===== src/rtl/staged_reset_sequencer.sv =====
// N-channel reset/init sequencer: staged reset release, init handshake with timeout,
// and runtime per-channel reset service (local or full re-sequence).
module staged_reset_sequencer #(
  parameter int CHANNELS   = 4,
  parameter int HOLDCYCLES = 16,
  parameter int STAGEGAP   = 8,
  parameter int ACKTIMEOUT = 1024,
  parameter int ESCALATE   = 0
) (
  input  logic                clk,
  input  logic                sync_rst_n,
  input  logic                clk_en,
  input  logic [CHANNELS-1:0] rst_trigger,
  input  logic [CHANNELS-1:0] init_done,
  output logic [CHANNELS-1:0] clk_en_out,
  output logic [CHANNELS-1:0] sync_rst_out,
  output logic [CHANNELS-1:0] init_out,
  output logic [CHANNELS-1:0] timeout_err,
  output logic                busy
);

  localparam int MAXCYC = (HOLDCYCLES > STAGEGAP)
                          ? ((HOLDCYCLES > ACKTIMEOUT) ? HOLDCYCLES : ACKTIMEOUT)
                          : ((STAGEGAP > ACKTIMEOUT) ? STAGEGAP : ACKTIMEOUT);
  localparam int CW = $clog2(MAXCYC + 1);
  localparam int IW = (CHANNELS > 1) ? $clog2(CHANNELS) : 1;

  localparam logic [CW-1:0] HOLD_LAST = CW'(HOLDCYCLES - 1);
  localparam logic [CW-1:0] GAP_LAST  = CW'(STAGEGAP - 1);
  localparam logic [CW-1:0] ACK_LAST  = CW'(ACKTIMEOUT - 1);
  localparam logic [IW-1:0] LAST_IDX  = IW'(CHANNELS - 1);

  typedef enum logic [2:0] {
    S_HOLD, S_STAGE, S_INITWAIT, S_RUN, S_LHOLD, S_LINIT
  } state_t;

  state_t              state;
  logic [CW-1:0]       cnt;
  logic [IW-1:0]       idx;
  logic [IW-1:0]       svc;
  logic [IW-1:0]       idx_nx;
  logic [IW-1:0]       low_pend;
  logic [CHANNELS-1:0] run;
  logic [CHANNELS-1:0] pending;
  logic [CHANNELS-1:0] ack;
  logic [CHANNELS-1:0] trig_set;

  // Init handshake: init_out[i] is the request, init_done[i] the acknowledge;
  // a transfer happens on an enabled edge where both are high, and it drops the
  // request and starts the channel running. init_done with no request is ignored.
  assign ack        = init_out & init_done;
  assign clk_en_out = {CHANNELS{clk_en}} & run;
  assign busy       = (state != S_RUN);
  assign trig_set   = (state == S_HOLD) ? '0 : rst_trigger;
  assign idx_nx     = idx + 1'b1;

  always_comb begin
    low_pend = '0;
    for (int i = CHANNELS - 1; i >= 0; i--) begin
      if (pending[i]) low_pend = IW'(i);
    end
  end

  always_ff @(posedge clk) begin
    if (!sync_rst_n) begin
      state        <= S_HOLD;
      cnt          <= '0;
      idx          <= '0;
      svc          <= '0;
      sync_rst_out <= '1;
      init_out     <= '0;
      run          <= '0;
      pending      <= '0;
      timeout_err  <= '0;
    end else begin
      // Triggers latch even while frozen; later per-bit writes take precedence.
      pending <= pending | trig_set;
      if (clk_en) begin
        init_out <= init_out & ~ack;
        run      <= run | ack;
        case (state)
          S_HOLD: begin
            if (cnt == HOLD_LAST) begin
              sync_rst_out[0] <= 1'b0;
              init_out[0]     <= 1'b1;
              idx             <= '0;
              cnt             <= '0;
              state           <= (CHANNELS == 1) ? S_INITWAIT : S_STAGE;
            end else begin
              cnt <= cnt + 1'b1;
            end
          end
          S_STAGE: begin
            if (cnt == GAP_LAST) begin
              sync_rst_out[idx_nx] <= 1'b0;
              init_out[idx_nx]     <= 1'b1;
              idx                  <= idx_nx;
              cnt                  <= '0;
              if (idx_nx == LAST_IDX) state <= S_INITWAIT;
            end else begin
              cnt <= cnt + 1'b1;
            end
          end
          S_INITWAIT: begin
            if (init_out == '0) begin
              state <= S_RUN;
              cnt   <= '0;
            end else if (cnt == ACK_LAST) begin
              // Channels acknowledging on this very edge are not timed out.
              timeout_err  <= timeout_err | (init_out & ~ack);
              sync_rst_out <= sync_rst_out | (init_out & ~ack);
              init_out     <= '0;
              state        <= S_RUN;
              cnt          <= '0;
            end else begin
              cnt <= cnt + 1'b1;
            end
          end
          S_RUN: begin
            if (pending != '0) begin
              cnt <= '0;
              if (ESCALATE != 0) begin
                state        <= S_HOLD;
                idx          <= '0;
                sync_rst_out <= '1;
                run          <= '0;
                init_out     <= '0;
                pending      <= '0;
              end else begin
                state                  <= S_LHOLD;
                svc                    <= low_pend;
                run[low_pend]          <= 1'b0;
                sync_rst_out[low_pend] <= 1'b1;
                pending[low_pend]      <= trig_set[low_pend];
              end
            end
          end
          S_LHOLD: begin
            if (cnt == HOLD_LAST) begin
              sync_rst_out[svc] <= 1'b0;
              init_out[svc]     <= 1'b1;
              state             <= S_LINIT;
              cnt               <= '0;
            end else begin
              cnt <= cnt + 1'b1;
            end
          end
          S_LINIT: begin
            if (ack[svc]) begin
              state <= S_RUN;
              cnt   <= '0;
            end else if (cnt == ACK_LAST) begin
              timeout_err[svc]  <= 1'b1;
              init_out[svc]     <= 1'b0;
              sync_rst_out[svc] <= 1'b1;
              state             <= S_RUN;
              cnt               <= '0;
            end else begin
              cnt <= cnt + 1'b1;
            end
          end
          default: state <= S_HOLD;
        endcase
      end
    end
  end

endmodule

===== config.mk =====
export PLATFORM = sky130hd
export DESIGN_NAME = staged_reset_sequencer
export DESIGN_NICKNAME = d
export VERILOG_FILES = /design/src/rtl/staged_reset_sequencer.sv
export SDC_FILE = /design/constraint.sdc
export NUM_CORES = 1
export LEC_CHECK = 0
export CORE_MARGIN = 3
export CORE_UTILIZATION = 39
export CTS_BUF_LIST = sky130_fd_sc_hd__clkbuf_8
export DETAILED_ROUTE_END_ITERATION = 8
export SLEW_MARGIN = 15
export SYNTH_ARGS = -nofsm -noshare
export SYNTH_HDL_FRONTEND = slang
export SYNTH_SLANG_ARGS = --single-unit

===== constraint.sdc =====
create_clock -name clk -period 5.09 [get_ports clk]
set_clock_uncertainty 0.15 [all_clocks]
set_input_delay 1.2725 -clock clk [delete_from_list [all_inputs] [get_ports clk]]
set_output_delay 1.2725 -clock clk [all_outputs]
set_load 0.01 [all_outputs]

==> Word-level counts from Yosys, hierarchy flattened <==
Cells that the tools add are included.
W data, S select, Z words.
{ "op_classes": {"add_sub_neg": 2, "order_cmp": 6, "n_eq_ne": 19, "mux": 64, "bitwise": 20, "n_reduce_logical": 19} }
{ "op_table": {"columns": ["op", "n"], "rows": [
  ["$mux W4", 23],
  ["$mux W11", 6],
  ["$pmux W11 S5", 1],
  ["$or A4 B4 Y4", 9],
  ["$and A4 B4 Y4", 7],
  ["$mux W3", 8],
  ["$pmux W3 S6", 1],
  ["$ne A2 B2 Y1 const B", 8],
  ["$not A4 Y4", 4],
  ["$pmux W3 S5", 1],
  ["$mux W2", 6],
  ["$pmux W3 S4", 1],
  ["$reduce_and A6 Y1", 2],
  ["$add A11 B1 Y11 const B", 1],
  ["$eq A11 B10 Y1 const B", 1],
  ["$eq A11 B3 Y1 const B", 1],
  ["$eq A11 B4 Y1 const B", 1],
  ["$reduce_and A10 Y1", 1],
  ["$reduce_bool A5 Y1", 2],
  ["$lt A2 B3 Y1 const B", 3],
  ["$reduce_and A9 Y1", 1],
  ["$pmux W4 S2", 1],
  ["$mux W1", 7],
  ["$demux W1 S2", 3],
  ["other kinds (22)", 31]
]} }
{ "word_totals": {"reg_bits": 38, "input_bits": 11, "out_inout_bits": 17, "word_cells": 140} }

==> Longest topological paths before layout <==
Gate-level depths: netlist of the first run.
{ "depth": {"word_depth": 12, "mapped_depth": 9, "ltp_nobuf": 7} }

==> Worst setup path after synthesis of the first run <==
OpenSTA, ideal clock, no wires.
{ "synth_path": {"kind": "in2out", "startpoint": "input clk_en", "endpoint": "output clk_en_out[0]", "t_arrival_ns": 1.927, "required_ns": 3.668, "slack_ns": 1.741, "path_stages": 3, "n_path_buf": 2, "cell_sequence": "clkbuf_1 clkbuf_1 and2_1"} }
{ "synth_between": {"elab_chain_cells": 1} }
{ "synth_lines": {"columns": ["item", "line_no", "source"], "rows": [
  ["start, declared", "12", "input logic clk_en,"],
  ["$and A4 B4 Y4", "52", "assign clk_en_out = {CHANNELS{clk_en}} & run;"],
  ["end, declared", "15", "output logic [CHANNELS-1:0] clk_en_out,"]
]} }
Every way passes these cells.

==> Worst setup path in the final report of the first run <==
Same ends and word-level chain as after synthesis.

==> results of run 1 <==
kinds of logic (layout without fill, tap and decap cells):
kind of cell               Yosys count  after routing  synth area share
AOI/OAI and AO/OA                  106            106             0.283
buffers and inverters               21             43            0.0356
muxes                                4              4            0.0217
xor gates and xnor gates             6              6            0.0217
adders and majority gates            5              5            0.0258
DFF                                 38             38             0.314
and+or+nand+nor                    134            134             0.298
area by class of cell:
type | count | area, um^2
multi-input cells | 255 | 1580
inverters | 6 | 22.5
clock inverters | 2 | 8.76
flip-flops and latches | 38 | 761
clock buffers | 6 | 82.6
fillers | 620 | 3130
well taps | 75 | 93.8
repair buffers | 29 | 285
Yosys cell counts, types with 4 or more instances:
master / n / area, um^2
nand3_1: 8 / 40.0
o21a_1: 5 / 37.5
nor2_1: 29 / 109
o211ai_1: 4 / 30.0
xor2_1: 4 / 35.0
a21boi_0: 6 / 45.0
a21oi_1: 31 / 155
nor3_1: 5 / 25.0
clkbuf_1: 14 / 52.6
o21ai_0: 27 / 135
a31oi_1: 4 / 25.0
inv_1: 5 / 18.8
nor2b_1: 9 / 56.3
and3_1: 6 / 37.5
and2_1: 8 / 50.1
ha_1: 5 / 62.6
nand2_1: 33 / 124
nand4_1: 7 / 43.8
dfxtp_1: 38 / 761
state kept, by name, indices dropped and copies added, names as in the netlist:
| name | count |
|---|---|
| run | 4 |
| svc | 2 |
| timeout_err | 4 |
| pending | 4 |
| state | 3 |
| init_out | 4 |
| idx | 2 |
| sync_rst_out | 4 |
| cnt | 11 |
report_power, final:
group	internal [mW]	switching, mW
logic	0.0477	0.0577
registers	0.306	0.0178
clock network	0.107	0.107
total	0.461	0.182
per-layer routing:
| layer | vias to the layer above | wire length [um] | track usage |
|---|---|---|---|
| li1 | 1193 | - | - |
| met5 | - | 0 | 0 |
| met4 | 0 | 87 | 0.0518 |
| met1 | 1126 | 3270 | 0.268 |
| met3 | 8 | 353 | 0.0398 |
| met2 | 61 | 2840 | 0.275 |
per-stage QoR:
step	util	power, mW
after global routing	0.475	0.675
after global placement	0.460	0.434
after floorplan	-	0.399
after CTS	0.475	0.647
after detailed placement	0.460	0.434
final	0.475	0.644
critical path, delay by kind of cell:
family,cells,cell delay [ps]
AND/OR/NAND/NOR,1,190
buffers and inverters,2,1250
final timing paths:
path                                 endpoint  cells past startpoint  slack [ps]
hold / removal    timeout_err[2]$_SDFFE_PN0P_                      1         320
setup reg to reg          cnt[5]$_SDFFE_PN0P_                      7        2310
setup / recovery                clk_en_out[0]                      3         960
hold reg to reg   timeout_err[2]$_SDFFE_PN0P_                      1         320
==> flow_metrics.env, run 1 <==
export IMPL_status="complete, no violations"
export IMPL_design_area_um2=2830
export IMPL_synthToLayoutAreaGrowth_pct=16.8
export IMPL_cpPeakStageDelay_ps=720
export IMPL_worstHoldStart="timeout_err[2]$_SDFFE_PN0P_"
export IMPL_crit_start="clk_en"
export IMPL_dpl_worst_slack_ps=969
export IMPL_final_cell_mix="dfxtp_1 (38), nand2_1 (33), a21oi_1 (31)"
export IMPL_fin_worst_hold_slack_ps=318
export IMPL_start_util=0.407
export IMPL_place_inst=403
export IMPL_cts_buffers=5
export IMPL_diodes=0
export IMPL_gr_total_overflow=0
export IMPL_postCtsHoldBufs=0
export IMPL_layout_commonest_cell="dfxtp_1"
export IMPL_instances_no_fill=411
export IMPL_drive_above_1_share=0.0655
export IMPL_grt_pass1_vias=2196
export IMPL_reg2reg_from="cnt[0]$_SDFFE_PN0P_"
export IMPL_slew_violations=0
export IMPL_hp_class="reg -> reg"
export IMPL_drv_cap=0
export IMPL_rows=28
export IMPL_crit_required_ps=3670
export IMPL_synthFlopType="dfxtp_1"
export IMPL_grt_antenna_before_repair=0
export IMPL_clk_pin_slew_ps=80
export IMPL_grt_max_degree=22
export IMPL_ys_seq_elements=38
export IMPL_nets=351
export IMPL_critPathSlowestCell="clkdlybuf4s50_1"
export IMPL_drtIter0Drc=192
export IMPL_gp_congestion=0.892
export IMPL_core_area_um2=5960
export IMPL_crit_fanout=13
export IMPL_grt_pass1_wl_um=10700
export IMPL_tightest_slew_ps=663
export IMPL_finalWorstSetupSlack_ps=957
export IMPL_ir_worst_vdd_uv=101
export IMPL_path_common_cell="clkdlybuf4s50_1"
export IMPL_slew_headroom=0.558
export IMPL_endpoint_kind="primary output"
export IMPL_dpl_cell_area_um2=2740
export IMPL_netlist_instances=314
export IMPL_finalCritPeriodShare=0.812
export IMPL_die_h_um=84.8
export IMPL_yosysSeqAreaShare=0.314
export IMPL_synth_fp_nets=330
export IMPL_synth_edff_count=0
export IMPL_rsz0062_at_grt="no"
export IMPL_syn_cell_area_um2=2420
export IMPL_p_per_area_nw_per_um2=227
export IMPL_crit_arrival_ps=2710
export IMPL_numClockSinks=38
export IMPL_ys_warn_count=0
export IMPL_post_dp_hpwl_um=4890
export IMPL_routed_wl_um=6550
export IMPL_hold_violations=0
export IMPL_ant_nets=0
export IMPL_cts_max_level=2
export IMPL_period_minus_slack_ps=4130
export IMPL_ys_async_sr_fraction=0
export IMPL_finalSetupTns_ps=0
export IMPL_synth_cell_types=59
export IMPL_grt_total_usage=0.184
export IMPL_clk_latency_ps=300
export IMPL_cts_tree="built"
export IMPL_crit_type="in -> out"
export IMPL_drt_pass1_iter_count=4
export IMPL_setup_viol=0
export IMPL_start_kind="input pin"
export IMPL_io_buffers=27
export IMPL_routedWlPerCell_um=15.9
export IMPL_synth_avg_cell_area_um2=7.72
export IMPL_via_count=2388
export IMPL_viasPerCell=5.81
export IMPL_ctsLongestPathBuffers=2
export IMPL_leakagePower_nw=1.02
export IMPL_drc=0
export IMPL_cts_resized=0
export IMPL_crit_chain="clkdlybuf4s50_1 > and2_1 > clkdlybuf4s50_1"
export IMPL_fmax_ghz=0.242
export IMPL_io_pins=28
export IMPL_clockRootBuffer="clkbuf_8"
export IMPL_die_w_um=84.8
export IMPL_cts_setup_buffers=0
export IMPL_dieArea_um2=7200
No activity file was read; power rests on OpenSTA's default activity.
==> inputs of run 2 (changes only) <==
- clock period: 5.09 -> 3.75 ns (I/O delays scaled with it)
==> run 2 against run 1 <==
Compared with the run above: final area rose by 0.80%; flip-flop and latch count did not move; clock-buffer cell count did not move; register-to-register slack got worse by 1400 ps; wire length rose by 0.58%; first-iteration DRC count rose by 9.4%; hold slack barely moved; core utilization rose by 0.38 points; critical endpoint unchanged; largest cell class unchanged; largest power group unchanged; highest routed layer unchanged.
==> flow_metrics.env, run 2 (synthesized netlist as in run 1, its figures left out) <==
export IMPL_status="complete, no violations"
export IMPL_cp_buffers_inverters=2
export IMPL_rsz0062_at_grt="no"
export IMPL_clkPwrFrac=0.337
export IMPL_cts_tree="built"
export IMPL_cts_buffers=5
export IMPL_dpl_worst_slack_ps=282
export IMPL_ir_worst_vdd_uv=177
export IMPL_design_area_um2=2850
export IMPL_post_dp_hpwl_um=4950
export IMPL_p_per_area_nw_per_um2=309
export IMPL_slew_violations=0
export IMPL_viasPerCell=5.75
export IMPL_path_common_cell="clkdlybuf4s50_1"
export IMPL_routed_wl_um=6590
export IMPL_finalCritPeriodShare=0.885
export IMPL_endpoint_kind="primary output"
export IMPL_critPathSlowestCell="clkdlybuf4s50_1"
export IMPL_dieArea_um2=7200
export IMPL_drt_pass1_iter_count=4
export IMPL_start_util=0.407
export IMPL_ctsLongestPathBuffers=2
export IMPL_largest_reg_flops=11
export IMPL_p_sw_mw=0.253
export IMPL_grt_antenna_before_repair=0
export IMPL_grt_pass1_wl_um=11100
export IMPL_drc=0
export IMPL_io_buffers=27
export IMPL_cpPeakStageDelay_ps=600
export IMPL_gp_congestion=0.922
export IMPL_ant_nets=0
export IMPL_p_sw_frac=0.287
export IMPL_cts_setup_buffers=0
export IMPL_clk_latency_ps=290
export IMPL_io_pins=28
export IMPL_routedWlPerCell_um=15.9
export IMPL_setup_viol=0
export IMPL_cts_resized=0
export IMPL_hold_depth=1
export IMPL_die_h_um=84.8
export IMPL_drtIter0Drc=210
export IMPL_power_internal_mw=0.629
export IMPL_grt_total_usage=0.192
export IMPL_crit_type="in -> out"
export IMPL_p_seq_frac=0.488
export IMPL_slew_headroom=0.552
export IMPL_die_w_um=84.8
export IMPL_fin_util=0.479
export IMPL_drive_above_1_share=0.0737
export IMPL_final_cell_mix="dfxtp_1 (38), nand2_1 (33), a21oi_1 (31)"
export IMPL_rows=28
export IMPL_numClockSinks=38
export IMPL_drv_cap=0
export IMPL_grt_max_degree=25
export IMPL_dpl_cell_area_um2=2760
export IMPL_hold_violations=0
export IMPL_combPwrFrac=0.175
export IMPL_min_to="timeout_err[2]$_SDFFE_PN0P_"
export IMPL_finalWorstSetupSlack_ps=430
export IMPL_regMostFlops="cnt"
export IMPL_gr_total_overflow=0
export IMPL_path_delay_family="buffers and inverters"
export IMPL_core_area_um2=5960
export IMPL_crit_required_ps=2660
export IMPL_finalSetupTns_ps=0
export IMPL_crit_chain="clkdlybuf4s50_1 > and2_1 > clkdlybuf4s50_1"
export IMPL_hp_class="reg -> reg"
export IMPL_tightest_slew_ps=665
export IMPL_via_count=2379
export IMPL_reg2reg_slack_ps=960
export IMPL_worstHoldStart="timeout_err[2]$_SDFFE_PN0P_"
export IMPL_cts_max_level=2
export IMPL_clockRootBuffer="clkbuf_8"
export IMPL_postCtsHoldBufs=0
export IMPL_clk_pin_slew_ps=80
export IMPL_fin_worst_hold_slack_ps=318
export IMPL_reg2reg_depth=7
export IMPL_r2r_end="cnt[5]$_SDFFE_PN0P_"
export IMPL_leakagePower_nw=1.04
export IMPL_nets=354
export IMPL_reg2reg_from="cnt[0]$_SDFFE_PN0P_"
export IMPL_crit_arrival_ps=2230
export IMPL_start_kind="input pin"
export IMPL_diodes=0
export IMPL_grt_pass1_vias=2238
export IMPL_synthToLayoutAreaGrowth_pct=17.7
export IMPL_layout_commonest_cell="dfxtp_1"
export IMPL_crit_fanout=8
export IMPL_fmax_ghz=0.301
export IMPL_period_minus_slack_ps=3320
## run 2: final cells by class
type,count,area [um^2]
fillers,600,3100
multi-input cells,255,1580
flip-flops and latches,38,761
repair buffers,32,308
well taps,75,93.8
clock buffers,6,82.6
inverters,6,22.5
clock inverters,2,8.76
## run 2: worst reg2reg max path, stage by stage (launching register included)
cell and delay (ps):
dfxtp_1 460, ha_1 300, nand3_1 140, or4_1 650
a32oi_1 370, a31o_1 240, a21bo_1 290, nor3_2 80
## run 2: worst max path at each step
stage,start,to,slack [ps],depth (start not counted)
final,clk_en,clk_en_out[0],430,3
after global routing,clk_en,clk_en_out[2],380,3
after CTS,clk_en,clk_en_out[0],420,3
after detailed placement,init_done[0],cnt[3]$_SDFFE_PN0P_,280,7
after global placement,init_done[0],cnt[3]$_SDFFE_PN0P_,340,7
after floorplan,init_done[3],cnt[3]$_SDFFE_PN0P_,890,7
## run 2: layer usage
metal / GRT usage / wire (um) / vias up
met5: 0 / 0 / -
met4: 0.0691 / 88 / 0
met3: 0.0379 / 334 / 7
met2: 0.280 / 2820 / 61
met1: 0.279 / 3340 / 1103
li1: - / - / 1208
## run 2: stage by stage
stage                     instances  total power [mW]
after floorplan                 314             0.542
after global placement          406             0.592
after detailed placement        406             0.592
after CTS                       414             0.885
after global routing            414             0.928
final                           414             0.882
## run 2: power by group through the flow
stage	registers, mW	logic [mW]	clock network [mW]
after floorplan	0.437	0.105	0
after global placement	0.440	0.152	0
after detailed placement	0.440	0.153	0
after CTS	0.430	0.153	0.302
after global routing	0.434	0.172	0.322
final	0.431	0.154	0.297
==> inputs of run 3 (changes only) <==
- CAP_MARGIN: not set -> 20
- SETUP_SLACK_MARGIN: not set -> 0.4
- clock period: 3.75 -> 3.4 ns (I/O delays scaled with it)
==> run 3 against run 2 <==
Compared with the run above: global-route usage is 0.29 points higher; final area is 3.2% higher; non-clock buffer count is 10 higher; critical path depth stayed put; sequential share of layout area is 0.83 points lower; wire length is 3.6% higher; critical path type is now reg -> out; largest power group unchanged; total power is 11% higher; final cell count is 2.4% higher; combinational power is 13% higher; hold slack better by 1.4 ps; highest routed layer unchanged; clock power is 8.8% higher; flip-flop and latch count stayed put.
==> flow_metrics.env, run 3 (synthesized netlist as in run 1, its figures left out) <==
export IMPL_reg2reg_from="cnt[0]$_SDFFE_PN0P_"
export IMPL_routedWlPerCell_um=16.1
export IMPL_rsz0062_at_grt="no"
export IMPL_place_inst=408
export IMPL_io_pins=28
export IMPL_die_h_um=84.8
export IMPL_crit_type="reg -> out"
export IMPL_leakagePower_nw=1.12
export IMPL_cts_max_level=2
export IMPL_io_buffers=27
export IMPL_layout_commonest_cell="dfxtp_1"
export IMPL_crit_fanout=12
export IMPL_via_count=2458
export IMPL_drv_cap=0
export IMPL_fillers=624
export IMPL_crit_arrival_ps=1900
export IMPL_die_w_um=84.8
export IMPL_viasPerCell=5.80
export IMPL_grt_antenna_before_repair=0
export IMPL_grt_pass1_wl_um=11300
export IMPL_nets=364
export IMPL_period_minus_slack_ps=2900
export IMPL_finalCritPeriodShare=0.853
export IMPL_clockRootBuffer="clkbuf_8"
export IMPL_drive_above_1_share=0.103
export IMPL_ant_nets=0
export IMPL_numClockSinks=38
export IMPL_start_util=0.407
export IMPL_synthToLayoutAreaGrowth_pct=21.5
export IMPL_post_dp_hpwl_um=5050
export IMPL_diodes=0
export IMPL_critPathSlowestCell="dfxtp_1"
export IMPL_worstHoldStart="timeout_err[1]$_SDFFE_PN0P_"
export IMPL_crit_required_ps=2400
export IMPL_drc=0
export IMPL_gp_congestion=0.900
export IMPL_drtIter0Drc=239
export IMPL_grt_pass1_vias=2257
export IMPL_slew_violations=0
export IMPL_ir_worst_vdd_uv=247
export IMPL_crit_start="state[1]$_SDFFE_PN0P_"
export IMPL_core_area_um2=5960
export IMPL_ctsLongestPathBuffers=2
export IMPL_hold_violations=0
export IMPL_cts_buffers=5
export IMPL_grt_total_usage=0.195
export IMPL_fin_worst_hold_slack_ps=319
export IMPL_clk_latency_ps=300
export IMPL_grt_max_degree=25
export IMPL_start_kind="register"
export IMPL_clk_pin_slew_ps=80
export IMPL_routed_wl_um=6830
export IMPL_dieArea_um2=7200
export IMPL_reg2reg_slack_ps=640
export IMPL_drt_pass1_iter_count=4
export IMPL_final_cell_mix="dfxtp_1 (38), nand2_1 (33), a21oi_1 (31)"
export IMPL_p_per_area_nw_per_um2=332
export IMPL_regMostFlops="cnt"
export IMPL_fmax_ghz=0.345
export IMPL_tightest_slew_ps=635
export IMPL_rows=28
export IMPL_crit_chain="and3b_1 > inv_2 > clkdlybuf4s50_1"
export IMPL_gr_total_overflow=0
export IMPL_endpoint_kind="primary output"
export IMPL_setup_viol=0
export IMPL_finalSetupTns_ps=0
export IMPL_hp_class="reg -> reg"
export IMPL_instances_no_fill=424
export IMPL_cts_tree="built"
export IMPL_largest_reg_flops=11
export IMPL_cpPeakStageDelay_ps=580
export IMPL_status="complete, no violations"
export IMPL_slew_headroom=0.573
run 3: cell count changes in the layout (fill, tap and decap cells not counted), sizes merged:
| cell | before | now |
|---|---|---|
| dlymetal6s2s | 0 | 4 |
| buf | 5 | 15 |
| dlygate4sd2 | 0 | 1 |
| clkdlybuf4s50 | 27 | 22 |
run 3: area by class of cell:
cell class | instances | area [um^2] | share of cell area
Sequential cell | 38 | 761 | 0.258
Inverter | 6 | 22.5 | 0.00765
Multi-Input combinational cell | 255 | 1580 | 0.538
Tap cell | 75 | 93.8 | 0.0319
Clock inverter | 2 | 8.76 | 0.00297
Clock buffer | 6 | 82.6 | 0.0280
Timing Repair Buffer | 42 | 392 | 0.133
run 3: worst max-delay path: cells and delay by family (launching register included):
kind	cells	cell delay, ps
buf+inv	2	660
flops	1	580
simple gates	1	360
run 3: worst paths after layout:
| kind | endpoint | cells after the start |
|---|---|---|
| setup reg to reg | sync_rst_out[0]$_SDFFE_PN1P_ | 7 |
| hold / removal | timeout_err[1]$_SDFFE_PN0P_ | 1 |
| hold reg to reg | timeout_err[1]$_SDFFE_PN0P_ | 1 |
| setup / recovery | busy | 3 |
run 3: what timing repair did:
action | 4_1_cts | 5_1_grt
pin swaps | 2 | 4
resized for setup | 3 | 5
buffers inserted | 2 | 6
setup endpoints to repair | 6 | 6
hold buffers | 0 | 0
run 3: power by group:
group / internal (mW) / switching, mW / total (mW) / leakage (nW)
sequential: 0.459 / 0.0202 / 0.479 / 0.308
clock: 0.161 / 0.162 / 0.323 / 0.0524
combinational: 0.0784 / 0.0957 / 0.174 / 0.765
total: 0.698 / 0.278 / 0.976 / 1.12
run 3: per-stage QoR:
stage                     area [um^2]   util  worst slack [ps]  power, mW
after floorplan                  2420      -               632      0.598
after global placement           2780  0.466              73.3      0.654
after detailed placement         2780  0.466              25.7      0.654
after CTS                        2890  0.485               403      0.976
after global routing             2940  0.494               401       1.03
final                            2940  0.494               501      0.976
run 3: per-layer routing:
| layer | vias to the layer above | wire length, um | global-route usage |
|---|---|---|---|
| met3 | 9 | 449 | 0.0340 |
| li1 | 1226 | - | - |
| met5 | - | 0 | 0 |
| met1 | 1148 | 3300 | 0.287 |
| met4 | 0 | 74 | 0.0619 |
| met2 | 75 | 3000 | 0.288 |
